--- config.mk ---
export PLATFORM = sky130hd
export DESIGN_NAME = spi_ram_arbiter
export DESIGN_NICKNAME = d
export VERILOG_FILES = /design/src/rtl/spi_ram_arbiter_pkg.sv /design/src/rtl/spi_ram_arbiter_rr_arb2.sv /design/src/rtl/spi_ram_arbiter.sv
export SDC_FILE = /design/constraint.sdc
export NUM_CORES = 1
export LEC_CHECK = 0
export ABC_AREA = 1
export ABC_CLOCK_PERIOD_IN_PS = 1280
export CAP_MARGIN = 40
export CELL_PAD_IN_SITES_DETAIL_PLACEMENT = 1
export CELL_PAD_IN_SITES_GLOBAL_PLACEMENT = 2
export CORE_UTILIZATION = 24
export CTS_CLUSTER_DIAMETER = 40
export DETAILED_ROUTE_END_ITERATION = 12
export PLACE_DENSITY_LB_ADDON = 0.1
export SLEW_MARGIN = 20
export SYNTH_ARGS = -nofsm -noshare
export SYNTH_HDL_FRONTEND = slang
export SYNTH_SLANG_ARGS = --single-unit
--- constraint.sdc ---
create_clock -name clk -period 1.28 [get_ports clk]
set_clock_uncertainty 0.1 [all_clocks]
set_input_delay 0.256 -clock clk [delete_from_list [all_inputs] [get_ports clk]]
set_output_delay 0.256 -clock clk [all_outputs]
set_load 0.05 [all_outputs]
--- src/rtl/spi_ram_arbiter_pkg.sv ---
// Shared types and constants for the SPI/host RAM arbiter.
// No logic; pure declarations.
// Not applicable (no flow control in a package).
package spi_ram_pkg;

    localparam int ADDR_W = 8;
    localparam int DATA_W = 8;

    // SPI frame opcodes, rx_data[9:8]
    localparam logic [1:0] OP_WADDR = 2'b00;
    localparam logic [1:0] OP_WDATA = 2'b01;
    localparam logic [1:0] OP_RADDR = 2'b10;
    localparam logic [1:0] OP_RDATA = 2'b11;

    // Requester identity; the value doubles as the gnt/req bit index
    typedef enum logic {
        REQ_SPI  = 1'b0,
        REQ_HOST = 1'b1
    } req_e;

    // One RAM access as seen on the ram_* port
    typedef struct packed {
        logic              we;
        logic [ADDR_W-1:0] addr;
        logic [DATA_W-1:0] wdata;
    } ram_op_t;

endpackage

--- src/rtl/spi_ram_arbiter_rr_arb2.sv ---
// Two-way round-robin arbiter (bit 0 = SPI, bit 1 = host) with a registered last-grant pointer.
// Grant is combinational from req in the same cycle; pointer updates at the grant edge.
// A lone requester always wins; on contention the one not granted last wins.
module rr_arb2
    import spi_ram_pkg::*;
(
    input  logic       clk,
    input  logic       rst_n,
    input  logic [1:0] req,
    output logic [1:0] gnt
);

    req_e last;

    // Grant decode: lone requester wins, contention goes to the side not served last
    always_comb begin
        gnt = 2'b00;
        case (req)
            2'b01:   gnt = 2'b01;
            2'b10:   gnt = 2'b10;
            2'b11:   gnt = (last == REQ_HOST) ? 2'b01 : 2'b10;
            default: gnt = 2'b00;
        endcase
    end

    // Remember who was served; reset to HOST so SPI wins the first contention
    always_ff @(posedge clk or negedge rst_n) begin
        if (!rst_n) begin
            last <= REQ_HOST;
        end else if (gnt[0]) begin
            last <= REQ_SPI;
        end else if (gnt[1]) begin
            last <= REQ_HOST;
        end
    end

endmodule

--- src/rtl/spi_ram_arbiter.sv ---
// Shares one single-port RAM between decoded SPI frames and a host port, round-robin.
// RAM access in the grant cycle; read data strobes out 2 cycles after issue.
// SPI cannot be stalled (one pending slot, overflow drops + sticky flag); host holds req until gnt.
module spi_ram_arbiter
    import spi_ram_pkg::*;
#(
    parameter int ADDR_SIZE = ADDR_W,
    parameter int DATA_SIZE = DATA_W
) (
    input  logic                 clk,
    input  logic                 rst_n,
    input  logic [9:0]           rx_data,
    input  logic                 rx_valid,
    output logic [DATA_SIZE-1:0] tx_data,
    output logic                 tx_valid,
    input  logic                 host_req,
    input  logic                 host_we,
    input  logic [ADDR_SIZE-1:0] host_addr,
    input  logic [DATA_SIZE-1:0] host_wdata,
    output logic                 host_gnt,
    output logic                 host_rvalid,
    output logic [DATA_SIZE-1:0] host_rdata,
    output logic                 ram_en,
    output logic                 ram_we,
    output logic [ADDR_SIZE-1:0] ram_addr,
    output logic [DATA_SIZE-1:0] ram_wdata,
    input  logic [DATA_SIZE-1:0] ram_rdata,
    output logic                 spi_ovf
);

    logic [1:0]        opcode;
    logic [ADDR_W-1:0] payload;
    logic              rx_is_access;

    logic [ADDR_W-1:0] waddr;
    logic [ADDR_W-1:0] raddr;

    logic              pend_vld;
    ram_op_t           pend_op;
    ram_op_t           new_op;
    ram_op_t           iss_op;

    logic [1:0]        arb_req;
    logic [1:0]        arb_gnt;
    logic              spi_gnt;

    logic              rd_vld;
    req_e              rd_tag;

    assign opcode       = rx_data[9:8];
    assign payload      = rx_data[7:0];
    // Opcodes 01 and 11 are the ones that touch the RAM
    assign rx_is_access = rx_valid && opcode[0];

    assign arb_req  = {host_req, pend_vld};
    assign spi_gnt  = arb_gnt[0];
    assign host_gnt = arb_gnt[1];

    rr_arb2 u_arb (
        .clk   (clk),
        .rst_n (rst_n),
        .req   (arb_req),
        .gnt   (arb_gnt)
    );

    // Build the SPI op at capture time so later address frames cannot alter it
    always_comb begin
        new_op       = '0;
        new_op.we    = (opcode == OP_WDATA);
        new_op.addr  = (opcode == OP_WDATA) ? waddr : raddr;
        new_op.wdata = (opcode == OP_WDATA) ? payload : '0;
    end

    // Drive the RAM port from whichever requester won this cycle; idle port is all zero
    always_comb begin
        iss_op = '0;
        ram_en = 1'b0;
        if (spi_gnt) begin
            iss_op = pend_op;
            ram_en = 1'b1;
        end else if (host_gnt) begin
            iss_op.we    = host_we;
            iss_op.addr  = ADDR_W'(host_addr);
            iss_op.wdata = DATA_W'(host_wdata);
            ram_en       = 1'b1;
        end
        ram_we    = iss_op.we;
        ram_addr  = ADDR_SIZE'(iss_op.addr);
        ram_wdata = DATA_SIZE'(iss_op.wdata);
    end

    // Address registers set by the 00/10 frames; these are never blocked by overflow
    always_ff @(posedge clk or negedge rst_n) begin
        if (!rst_n) begin
            waddr <= '0;
            raddr <= '0;
        end else if (rx_valid) begin
            if (opcode == OP_WADDR) waddr <= payload;
            if (opcode == OP_RADDR) raddr <= payload;
        end
    end

    // One-entry SPI pending slot: a grant frees it and a same-cycle frame refills it
    always_ff @(posedge clk or negedge rst_n) begin
        if (!rst_n) begin
            pend_vld <= 1'b0;
            pend_op  <= '0;
        end else if (rx_is_access && (!pend_vld || spi_gnt)) begin
            pend_vld <= 1'b1;
            pend_op  <= new_op;
        end else if (spi_gnt) begin
            pend_vld <= 1'b0;
        end
    end

    // Sticky overflow: an access frame arrived while the slot was still occupied
    always_ff @(posedge clk or negedge rst_n) begin
        if (!rst_n) begin
            spi_ovf <= 1'b0;
        end else if (rx_is_access && pend_vld && !spi_gnt) begin
            spi_ovf <= 1'b1;
        end
    end

    // Tag each issued read with its destination so returns pipeline one per cycle
    always_ff @(posedge clk or negedge rst_n) begin
        if (!rst_n) begin
            rd_vld <= 1'b0;
            rd_tag <= REQ_SPI;
        end else begin
            rd_vld <= ram_en && !ram_we;
            rd_tag <= host_gnt ? REQ_HOST : REQ_SPI;
        end
    end

    // Register returning RAM data toward its requester; data holds between strobes
    always_ff @(posedge clk or negedge rst_n) begin
        if (!rst_n) begin
            tx_valid    <= 1'b0;
            tx_data     <= '0;
            host_rvalid <= 1'b0;
            host_rdata  <= '0;
        end else begin
            tx_valid    <= rd_vld && (rd_tag == REQ_SPI);
            host_rvalid <= rd_vld && (rd_tag == REQ_HOST);
            if (rd_vld && (rd_tag == REQ_SPI))  tx_data    <= ram_rdata;
            if (rd_vld && (rd_tag == REQ_HOST)) host_rdata <= ram_rdata;
        end
    end

endmodule

Word-level counts from Yosys, hierarchy flattened
Cells that the tools add are included.
W data, S select, Z words.

word-level totals
  input port bits = 39
  output and inout bits = 38
  bits in registers = 56

cells by class
  mux-type cells = 12
  reductions and logical operators = 16
  equality and inequality tests = 5
  bitwise operators = 1

operators with widths
  operator              count
  $mux W17              2
  $mux W8               2
  $logic_and A1 B1 Y1   7
  $eq A2 B2 Y1 const B  3
  $mux W1               6
  $pmux W2 S3           1
  $eq A2 B1 Y1 const B  2
  $reduce_and A2 Y1     2
  $reduce_bool A2 Y1    2
  $logic_not A1 Y1      3
  $logic_not A2 Y1      1
  $mux W2               1
  $logic_or A1 B1 Y1    1
  $not A1 Y1            1

Depth between registers and ports, before layout
  depth after elaboration = 6
  gate-level depth with buffers = 8
  mapped depth without buffers = 7

By module
Synthesis repeated with hierarchy kept, for this count alone.

second synthesis, totals
  cells, all modules = 306
  area total of the unflattened synthesis = 2549.9 um2

by module, submodules not included
  module           times used  cells an instance  area an instance (um2)  sequential area each (um2)
  spi_ram_arbiter  1           295                2483.6                  1376.3
  rr_arb2          1           11                 66.3                    26.3

Least setup slack after synthesis
No wires, ideal clock.

  path type = reg-to-output
  start = register pend_vld
  end = output port ram_addr[0]
  arrival time = 1315 ps
  stages on the path, launching flop included = 8
  required time = 924 ps
  buffers on the path = 2
  slack = -391 ps
  path through = dfrtp_1 buf_6 nand2_1 nand2_2 inv_4 buf_6 nand2_1 nand2_1

between the ends
  cells in the longest elaborated chain, start to end = 4

ends and longest elaborated chain
  element                                       line                           source
  start: declaration                            spi_ram_arbiter.sv:38          logic pend_vld;
  start signal: assignment                      spi_ram_arbiter.sv:106         pend_vld <= 1'b0;
  start signal: assignment                      spi_ram_arbiter.sv:109         pend_vld <= 1'b1;
  start signal: assignment                      spi_ram_arbiter.sv:112         pend_vld <= 1'b0;
  $eq A2 B2 Y1 or $eq A2 B1 Y1 (tied branches)  spi_ram_arbiter_rr_arb2.sv:18  case (req)
  $pmux W2 S3 (*)                               spi_ram_arbiter_rr_arb2.sv:18
  net host_gnt                                  spi_ram_arbiter.sv:20          output logic host_gnt,
  $mux W17 (*)                                  spi_ram_arbiter.sv:81          end else if (host_gnt) begin
  $mux W17 (*)                                  spi_ram_arbiter.sv:78          if (spi_gnt) begin
  end: declaration                              spi_ram_arbiter.sv:25          output logic [ADDR_SIZE-1:0] ram_addr,

Mark *: on every way through the listed nets, which the timed path passes. The rest lies on a longest branch.

Final worst setup path
  start = register u_arb.last
  end = output port ram_wdata[0]

between the ends
  cells in the longest elaborated chain, start to end = 4

ends and longest elaborated chain
  element                   line                           source
  start: declaration        spi_ram_arbiter_rr_arb2.sv:13  req_e last;
  start signal: assignment  spi_ram_arbiter_rr_arb2.sv:29  last <= REQ_HOST;
  start signal: assignment  spi_ram_arbiter_rr_arb2.sv:31  last <= REQ_SPI;
  start signal: assignment  spi_ram_arbiter_rr_arb2.sv:33  last <= REQ_HOST;
  $mux W2 (*)               spi_ram_arbiter_rr_arb2.sv:21  2'b11: gnt = (last == REQ_HOST) ? 2'b01 : 2'b10;
  $pmux W2 S3 (*)           spi_ram_arbiter_rr_arb2.sv:18
  $mux W17                  spi_ram_arbiter.sv:81
  $mux W17 (*)              spi_ram_arbiter.sv:78
  end: declaration          spi_ram_arbiter.sv:26          output logic [DATA_SIZE-1:0] ram_wdata,

Mark *: on every way between the ends. The rest lies on a longest branch, timed or not.

==> summary.md <==
| Metric | Value |
|---|---|
| Status | finished with violations |
| Failing checks | setup timing |
| CP Launch Point | u_arb.last$_DFFE_PN1N_ |
| CP arrival | roughly 1.5 ns |
| Cell accounting for the most synthesized area | dfrtp_1 |
| CTS Sinks | 56 |
| Top cells by area, synth | dfrtp_1, nand2_1, o21ai_2, o21ai_0, buf_6 |
| Avg Inst Size Synth | 8.72 sq um |
| Syn_nets | 339 |
| ANT cells | 0 |
| CTS root buf | clkbuf_8 |
| Critical setup path kind | flop to output pin |
| Final nets | 440 |
| Leakage | approximately 2.2 nW |
| Core Area | roughly 10000 sq um |
| Initial core utilization | between 20% and 30% |
| Cells after DPL | just over 500 |
| HP Class | primary input to asynchronous set/reset pin |
| Slowest cell on the critical path | dfstp_2 |
| Pwr/cell area | between 1000 and 1500 nW/um^2 |
| Reg2reg path depth | 8 |
| Worst slack, placed | -0.677 ns |
| Multi-input gate area | between 1000 and 1500 sq um |
| Final core utilization | between 40% and 50% |
| CTS tree | built |
| Final Cycle Share | 144% |
| Worst setup margin | -0.561 ns |
| Final hold vios | 0 |
| Clock buffer depth | 2 |
| Total gr overflow | 0 |
| Design Area, Final | 4740 sq um |
| Maximum vdd drop | between 0.0005 and 0.0006 V |
| Critical path capture point type | output pin |
| Warning count from the yosys run | 0 |
| Most frequent cells in the layout | nand2_1, dfrtp_1, clkdlybuf4s50_1, buf_12, o21ai_0 |
| Routed len/inst | about 13 um |
| Die area | about 11000 sq um |
| Crit path top cell by count | nand3_4 |
| Top Ports | just under 80 |
| Top-area cell type share of the netlist area | roughly 53% |
| Slew @ Worst Pin | about 0.25 ns |
| ANT nets after route | 0 |
| DP HPWL | approximately 5.2 mm |
| Via Count | 2270 |
| Vias in the first global route | ~2.5k |
| Reg-to-reg endpoint | pend_op[12]$_DFFE_PN0P_ |
| R2R setup slack | -0.28 ns |
| Crit-path max cell delay | 0.55 ns |
| Setup Viol. Count Final | 38 |
| Most common cell after layout, fill and taps aside | nand2_1 |
| Flops & latches, synth | 56 |
| First-pass GRT wire length | approximately 13 mm |
| Total CTS buffers | 5 |
| DRC viols | 0 |
| Antenna violations before repair | 0 |
| Worst-path clk slew | ~0.1 ns |
| Drt total wl | a little over 7 mm |
| Non-filler cells, final | between 500 and 600 |
| Min Clock Period, post-route | ~1.8 ns |
| Fill cell count | 1160 |
| RSZ-0062 raised after global routing | true |
| Cell count after synthesis | 300 |
| Reg area | about 1400 sq um |
| Layout cell share with drive strength beyond 1 | 42.3% |
| Port bufs | 76 |
| Cell Chain, Critical Path | inv_2, nand3_4, buf_12, nand3_4, nand2_4, buf_8 |
| Maxcap violations | 0 |
| Area after DPL | ~4100 sq um |
| Largest net degree at the start of global routing | 40 |
| DR vias/cell | ~4.2 |
| Die height | roughly 110 um |
| Rows | 37 |
| Startpoint types | flop |
| Routability cong. | ~0.69 |
| Highest fanout seen on the critical path | 8 |
| Router iterations before antenna repair | 4 |
| DRT iter0 DRCs | 74 |
| Overall global routing resource usage | roughly 14% |
| Reg-to-reg startpoint | u_arb.last$_DFFE_PN1N_ |
| Htree depth | 2 |
| Rel. slew slack | 83.0% |
| Synthesized area | 2620 sq um |
| Clock latency on the worst-skew pair | roughly 0.31 ns |
| CP required | ~0.9 ns |
| Crit path to | ram_wdata[0] |
| Slew Limit Fails | 0 |
| Netlist cell types | 21 |
| Max Freq | roughly 540 MHz |
| Die width | 106 um |
| Layout area overhead | 81.1% |
| Sequential area share after synthesis | a little over half |
==> cells in the mapped netlist <==
master / n
buf_6: 9
clkinv_2: 1
nand2_4: 2
nor2_1: 2
nand2_2: 6
o21ai_0: 23
nand3_1: 17
dfstp_2: 1
o21bai_2: 1
buf_2: 2
inv_1: 22
inv_4: 1
o21ai_1: 2
buf_8: 2
o21ai_2: 17
nand2_1: 130
nand3_2: 3
or2_1: 1
inv_2: 2
inv_6: 1
dfrtp_1: 55
==> flip-flops by register name, indices dropped and copies added (netlist names) <==
signal	flops
host_rdata	8
host_rvalid	1
pend_op	17
pend_vld	1
raddr	8
rd_tag	1
rd_vld	1
spi_ovf	1
tx_data	8
tx_valid	1
u_arb.last	1
waddr	8
==> worst min path at each step <==
stage / slack, ns / end
floorplan: -0.14 / host_rdata[0]$_DFFE_PN0P_
CTS: 0.17 / tx_valid$_DFF_PN0_
finish: 0.18 / tx_valid$_DFF_PN0_
global placement: -0.02 / tx_valid$_DFF_PN0_
global route: 0.19 / tx_data[4]$_DFFE_PN0P_
detailed placement: -0.03 / tx_valid$_DFF_PN0_
==> kinds of logic (layout without fill, tap and decap cells) <==
group / after synthesis / in the layout / synth area share, %
and+or+nand+nor: 161 / 161 / 25.9
DFF: 56 / 56 / 53.6
AOI/OAI and AO/OA: 43 / 43 / 10.9
buffers and inverters: 40 / 142 / 9.61
==> stage by stage <==
step | TNS [ns] | power [mW] | hold WS (ns)
2_1_floorplan | -2.85 | 3.61 | -0.140
3_3_place_gp | -24.18 | 4.62 | -0.0247
3_5_place_dp | -26.01 | 4.65 | -0.0270
4_1_cts | -16.66 | 6.09 | 0.172
5_1_grt | -17.47 | 6.37 | 0.187
6_report | -14.97 | 6.04 | 0.177
==> report_power, final <==
group / internal [mW] / switching [mW]
Combinational: 1.21 / 1.33
Sequential: 2.06 / 0.283
Clock: 0.582 / 0.578
Total: 3.86 / 2.19
==> per-layer routing <==
metal,track usage [%],vias up,wire length (um)
li1,-,1139,-
met1,17.4,1073,3030
met3,1.96,8,245
met5,0,-,0
met4,3.52,0,74
met2,26.3,50,3780
==> final cells by class <==
| class | count | area share [%] |
|---|---|---|
| clock inverter | 2 | 0.739 |
| timing repair buffer | 107 | 30.8 |
| multi-input combinational | 204 | 31.2 |
| sequential | 56 | 29.6 |
| inverter | 27 | 2.48 |
| tap | 136 | 3.59 |
| clock buffer | 6 | 1.53 |
==> timing repair <==
action	CTS	global route
setup buffers	6	6
hold endpoints to repair	55	0
hold buffers	1	0
resized for setup	85	10
endpoints found under the setup margin	38	50
cloned	2	0
pin swaps	17	3
==> worst max-delay path, delay by kind of cell (launching register included) <==
family	cells	cell delay, ns
DFF	1	0.55
buffers and inverters	3	0.37
and+or+nand+nor	3	0.27
(Power assumes the default switching activity.)
